==> config.mk <==
export PLATFORM = sky130hd
export DESIGN_NAME = uart_tx_arb
export DESIGN_NICKNAME = d
export VERILOG_FILES = /design/src/rtl/uart_tx_arb.sv
export SDC_FILE = /design/constraint.sdc
export NUM_CORES = 1
export LEC_CHECK = 0
export ABC_AREA = 1
export CAP_MARGIN = 20
export CORE_ASPECT_RATIO = 0.7
export CORE_MARGIN = 2
export CORE_UTILIZATION = 41
export DETAILED_ROUTE_END_ITERATION = 8
export PLACE_DENSITY = 0.86
export SYNTH_ARGS = -nofsm -noshare
export SYNTH_HDL_FRONTEND = slang
export SYNTH_SLANG_ARGS = --single-unit
==> constraint.sdc <==
create_clock -name CK_i -period 1.9 [get_ports CK_i]
set_input_delay 0.57 -clock CK_i [delete_from_list [all_inputs] [get_ports CK_i]]
set_output_delay 0.57 -clock CK_i [all_outputs]
set_load 0.02 [all_outputs]
==> src/rtl/uart_tx_arb.sv <==
// Round-robin arbiter sharing one UART transmitter between C_REQ_N byte sources.
// Define UART_TX_ARB_LOCK_EN to keep a multi-byte packet from one source contiguous.
module uart_tx_arb #(
  parameter int unsigned C_REQ_N  = 4,
  parameter int unsigned C_ACK_TO = 15
) (
  input  logic                   CK_i,
  input  logic                   ARST_i,
  input  logic [C_REQ_N-1:0]     REQs_i,
  input  logic [8*C_REQ_N-1:0]   BYTEs_i,
  input  logic [C_REQ_N-1:0]     LASTs_i,
  output logic [C_REQ_N-1:0]     ACKs_o,
  output logic [C_REQ_N-1:0]     GNTs_o,
  output logic [7:0]             TX_BYTEs_o,
  output logic                   TX_REQ_o,
  input  logic                   TX_STB_i,
  output logic                   BUSY_o,
  output logic                   ERR_o
);

  localparam int unsigned C_PW = (C_REQ_N > 1) ? $clog2(C_REQ_N) : 1;
  localparam int unsigned C_CW = $clog2(C_ACK_TO + 1);

  typedef enum logic [1:0] {StIdle, StWaitAck, StWaitDone} state_e;

  state_e              r_state, w_state_nxt;
  logic [C_PW-1:0]     r_ptr, w_ptr_nxt;
  logic [C_CW-1:0]     r_cnt, w_cnt_nxt;
  logic [C_REQ_N-1:0]  r_ack, w_ack_nxt;
  logic [C_REQ_N-1:0]  r_gnt, w_gnt_nxt;
  logic [7:0]          r_byte, w_byte_nxt;
  logic                r_req, w_req_nxt;
  logic                r_busy, w_busy_nxt;
  logic                r_err, w_err_nxt;

  logic [C_REQ_N-1:0]  w_elig;
  logic [C_REQ_N-1:0]  w_sel_oh;
  logic                w_found;
  logic                w_grant;
  logic [7:0]          w_sel_byte;
  logic [C_PW-1:0]     w_sel_ptr;

`ifdef UART_TX_ARB_LOCK_EN
  logic                r_lock, w_lock_nxt;
  logic [C_PW-1:0]     r_owner, w_owner_nxt;
  logic [C_PW-1:0]     w_sel_idx;
  logic                w_sel_last;

  // While locked only the owner may win; PTR keeps advancing underneath.
  always_comb begin
    w_elig = '0;
    for (int unsigned n = 0; n < C_REQ_N; n++) begin
      w_elig[n] = REQs_i[n] && (!r_lock || (r_owner == C_PW'(n)));
    end
  end
`else
  logic w_unused_last;
  assign w_unused_last = ^LASTs_i;
  assign w_elig = REQs_i;
`endif

  // First eligible index at or above PTR, wrapping modulo C_REQ_N.
  always_comb begin
    w_found  = 1'b0;
    w_sel_oh = '0;
    for (int unsigned i = 0; i < C_REQ_N; i++) begin
      for (int unsigned n = 0; n < C_REQ_N; n++) begin
        if (!w_found && w_elig[n] && (((32'(r_ptr) + i) % C_REQ_N) == n)) begin
          w_found     = 1'b1;
          w_sel_oh[n] = 1'b1;
        end
      end
    end
  end

  always_comb begin
    w_sel_byte = '0;
    w_sel_ptr  = '0;
`ifdef UART_TX_ARB_LOCK_EN
    w_sel_idx  = '0;
    w_sel_last = 1'b0;
`endif
    for (int unsigned n = 0; n < C_REQ_N; n++) begin
      if (w_sel_oh[n]) begin
        w_sel_byte = BYTEs_i[8*n +: 8];
        w_sel_ptr  = (n + 1 == C_REQ_N) ? '0 : C_PW'(n + 1);
`ifdef UART_TX_ARB_LOCK_EN
        w_sel_idx  = C_PW'(n);
        w_sel_last = LASTs_i[n];
`endif
      end
    end
  end

  assign w_grant = (r_state == StIdle) && TX_STB_i && w_found;

  always_comb begin
    w_state_nxt = r_state;
    w_ptr_nxt   = r_ptr;
    w_cnt_nxt   = r_cnt;
    w_ack_nxt   = '0;
    w_req_nxt   = 1'b0;
    w_gnt_nxt   = r_gnt;
    w_byte_nxt  = r_byte;
    w_busy_nxt  = r_busy;
    w_err_nxt   = r_err;
    unique case (r_state)
      StIdle: begin
        if (w_grant) begin
          w_byte_nxt  = w_sel_byte;
          w_req_nxt   = 1'b1;
          w_ack_nxt   = w_sel_oh;
          w_gnt_nxt   = w_sel_oh;
          w_busy_nxt  = 1'b1;
          w_ptr_nxt   = w_sel_ptr;
          w_cnt_nxt   = '0;
          w_state_nxt = StWaitAck;
        end
      end
      StWaitAck: begin
        if (!TX_STB_i) begin
          w_state_nxt = StWaitDone;
        end else if (r_cnt == C_CW'(C_ACK_TO - 1)) begin
          // Transmitter never started: drop the byte and flag it.
          w_cnt_nxt   = C_CW'(C_ACK_TO);
          w_err_nxt   = 1'b1;
          w_busy_nxt  = 1'b0;
          w_state_nxt = StIdle;
        end else if (r_cnt != C_CW'(C_ACK_TO)) begin
          w_cnt_nxt = r_cnt + 1'b1;
        end
      end
      StWaitDone: begin
        if (TX_STB_i) begin
          w_busy_nxt  = 1'b0;
          w_state_nxt = StIdle;
        end
      end
      default: w_state_nxt = StIdle;
    endcase
  end

`ifdef UART_TX_ARB_LOCK_EN
  always_comb begin
    w_lock_nxt  = r_lock;
    w_owner_nxt = r_owner;
    if (w_grant) begin
      w_lock_nxt  = !w_sel_last;
      w_owner_nxt = w_sel_idx;
    end
  end

  always_ff @(posedge CK_i or posedge ARST_i) begin
    if (ARST_i) begin
      r_lock  <= 1'b0;
      r_owner <= '0;
    end else begin
      r_lock  <= w_lock_nxt;
      r_owner <= w_owner_nxt;
    end
  end
`endif

  always_ff @(posedge CK_i or posedge ARST_i) begin
    if (ARST_i) begin
      r_state <= StIdle;
      r_ptr   <= '0;
      r_cnt   <= '0;
      r_ack   <= '0;
      r_gnt   <= '0;
      r_byte  <= '0;
      r_req   <= 1'b0;
      r_busy  <= 1'b0;
      r_err   <= 1'b0;
    end else begin
      r_state <= w_state_nxt;
      r_ptr   <= w_ptr_nxt;
      r_cnt   <= w_cnt_nxt;
      r_ack   <= w_ack_nxt;
      r_gnt   <= w_gnt_nxt;
      r_byte  <= w_byte_nxt;
      r_req   <= w_req_nxt;
      r_busy  <= w_busy_nxt;
      r_err   <= w_err_nxt;
    end
  end

  assign ACKs_o     = r_ack;
  assign GNTs_o     = r_gnt;
  assign TX_BYTEs_o = r_byte;
  assign TX_REQ_o   = r_req;
  assign BUSY_o     = r_busy;
  assign ERR_o      = r_err;

endmodule

==> impl_metrics.ini <==
[outcome]
status = finished, violations left
violations = setup timing

[cells_and_area]
drive_gt1_frac = 0.2970
fill_cells = 277
diodes = 0
finalNonFillerCells = 382
stdcell_area_um2 = 2988
nets = 379
syn_to_final_growth_pct = 69.24

[setup_path]
crit_arrival_ns = 2.46
cp_data_required_time_ns = 2.09
regToRegStartpoint = r_ptr[1]
rr_worst_depth = 13
worst_setup_path_end_kind = register
r2r_setup_slack_ns = -0.36
critical_path_class = reg -> reg
critical_path_peak_fanout = 5
cp-start-kind = register
reg2reg_to = ACKs_o[3]

[routing]
detailedRoute.firstPassIterationCount = 7
dr_total_vias = 2044
drtIter0Drc = 166
drc_errors = 0
wl_per_cell_um = 16.29
final_antenna_net_count = 0
wirelength_mm = 6.224
routed_via_density = 5.351

[die]
start_util = 0.4394
io_pins = 62
rows = 19
core_um2 = 4018
die_w_um = 82.43
die-area_um2 = 4855
die_h_um = 58.90

[synthesis]
syn_inst = 231
syn_area_um2 = 1765
synth-seq-area-share = 0.3827
yosys_warnings = 0
ys_ff_latch = 27
ys_top_cells_by_area = dfrtp_1 (38%), nand2_1 (18%), nand3_1 (10%)
synth_most_common_cell = nand2_1
postSynthAreaPerCell_um2 = 7.643
yosysTopAreaCell = dfrtp_1
synth_fp_nets = 279
ys.flop_type = dfrtp_1
synth_edf_count = 0
ys_types = 32
async_flop_share = 1.000
synth.top_cell.area_share = 0.3827
synthTopCellsByCount = nand2_1 (83), nand3_1 (37), dfrtp_1 (27)

[global_route]
grtUsageMet1 = 0.3496
use_met3 = 0.08129
grtUsageTotal = 0.2652
grt_pass1_vias = 1960
grt_overflow = 0
grt_pass1_wl_mm = 9.611
busiest_layer = met2
antenna_found_initial = 0
use_met2 = 0.4274
grt_max_degree = 28

[pwr]
irDropWorstVdd_v = 0.0008829
cellPowerDensity_nw_per_um2 = 1490
p_leak_nw = 1.427
p_total_mw = 4.452

[sta]
finalHoldViolCount = 0
period_minus_slack_ns = 2.265
fin_crit_sh = 1.192
fin_tns_setup_ns = -6.755
worst_slack_ns = -0.3646
tightest_slew_ns = 0.4379
slew_headroom = 0.7067
drv_slew = 0
clock.fmax_ghz = 0.4416
setup_viol = 26
rsz0062_at_grt = yes
clock_skew_ns = 0.007922

[placed_design]
place.port_buffers = 57
dpl.cell_count = 362
placed_area_um2 = 2619
place_congestion = 0.9577
dpl.hpwl_mm = 3.932

[worst_hold_path]
hp-start = BUSY_o
hold_class = reg -> reg
hold_path_end = BUSY_o
hold_depth = 2

[clocking]
h-tree-depth = 1
clk_latency_ns = 0.28
cts_root_buf = clkbuf_8
cts_hold_buf = 0
clkTransAtPathRegs_ns = 0.10
cts_buffers = 3
clock_path_buffers = 2
cts_tree = yes
clkSinkCount = 27

[job]
cap_violations = 0
how the worst max path moves through the flow:
| stage | from | end | cells past startpoint |
|---|---|---|---|
| finish | r_ptr[1] | ACKs_o[3] | 13 |
| global route | r_ptr[1] | ACKs_o[3] | 13 |
| CTS | r_ptr[0] | GNTs_o[3] | 12 |
| detailed placement | REQs_i[1] | GNTs_o[3] | 12 |
| global placement | REQs_i[2] | TX_BYTEs_o[1] | 14 |
| floorplan | REQs_i[2] | TX_BYTEs_o[0] | 13 |
placed cells by master, fill, tap and decap left out, types with 5 or more instances in the layout:
cell,n
ha_1,5
dfrtp_1,26
clkdlybuf4s50_1,53
buf_4,34
nand2_4,7
nand2_2,5
nand3_2,12
nand4_1,5
nor2_1,8
nand2_1,73
nand3_1,22
inv_1,22
registers in the layout, summed over array words and instances (netlist names):
name and count:
TX_BYTEs_o 8, ACKs_o 4, GNTs_o 4, r_cnt 4, r_ptr 2, r_state 2
BUSY_o 1, ERR_o 1, TX_REQ_o 1
cell families (layout without fill, tap and decap cells):
logic type,count (synthesis),after routing,synth area share
AO/OA/AOI/OAI,16,18,0.07016
adder cells (fa/ha/maj),5,5,0.03544
buffers and inverters,31,127,0.07937
flip-flops,27,27,0.3827
AND/OR/NAND/NOR,152,153,0.4323
where the power goes:
part	internal [mW]	leakage, nW	switching, mW	total [mW]
Clock	0.149	0.0217	0.183	0.332
Combinational	1.40	1.05	1.77	3.17
Sequential	0.787	0.351	0.166	0.953
Total	2.34	1.43	2.12	4.45
worst max-delay path, cell delays in order (launching register included):
cell and delay (ns):
dfrtp_1 0.44, buf_6 0.15, nand3_2 0.09, nand4_4 0.13, nor2_4 0.15, nand4_4 0.11
nor2_4 0.13, nand4_4 0.10, nor2_4 0.15, buf_4 0.14, nand3_4 0.10, o21bai_4 0.26
inv_2 0.07, nor2_1 0.15
repair_timing:
item / CTS / global route
pin swaps: 17 / 11
buffers inserted: 7 / 5
resized for setup: 44 / 10
cloned: 3 / 1
endpoints found under the setup margin: 26 / 26
cell type report:
cell class | count | area (µm²) | share of cell area
multi-input combinational | 176 | 1192 | 0.3991
timing repair buffer | 95 | 865.8 | 0.2898
sequential | 27 | 676.9 | 0.2265
inverter | 27 | 127.6 | 0.04271
tap | 52 | 65.06 | 0.02178
clock buffer | 3 | 41.29 | 0.01382
timing repair inverter | 1 | 11.26 | 0.003769
clock inverter | 1 | 7.507 | 0.002513
metal layers:
| metal | vias to the layer above | share of wire | wire, µm |
|---|---|---|---|
| met5 | - | 0 | 0 |
| met4 | 0 | 0.012 | 76 |
| met3 | 8 | 0.085 | 531 |
| met2 | 122 | 0.48 | 2967 |
| met1 | 945 | 0.43 | 2649 |
| li1 | 969 | - | - |
through the flow:
step / hold slack [ns] / util / setup WS [ns]
CTS: 0.4891 / 0.7216 / -0.2562
global placement: 0.4692 / 0.6518 / -0.6326
finish: 0.4835 / 0.7437 / -0.3646
global route: 0.5101 / 0.7437 / -0.4487
floorplan: 0.4756 / - / -0.09806
detailed placement: 0.4678 / 0.6518 / -0.7395
(Power assumes the default switching activity.)
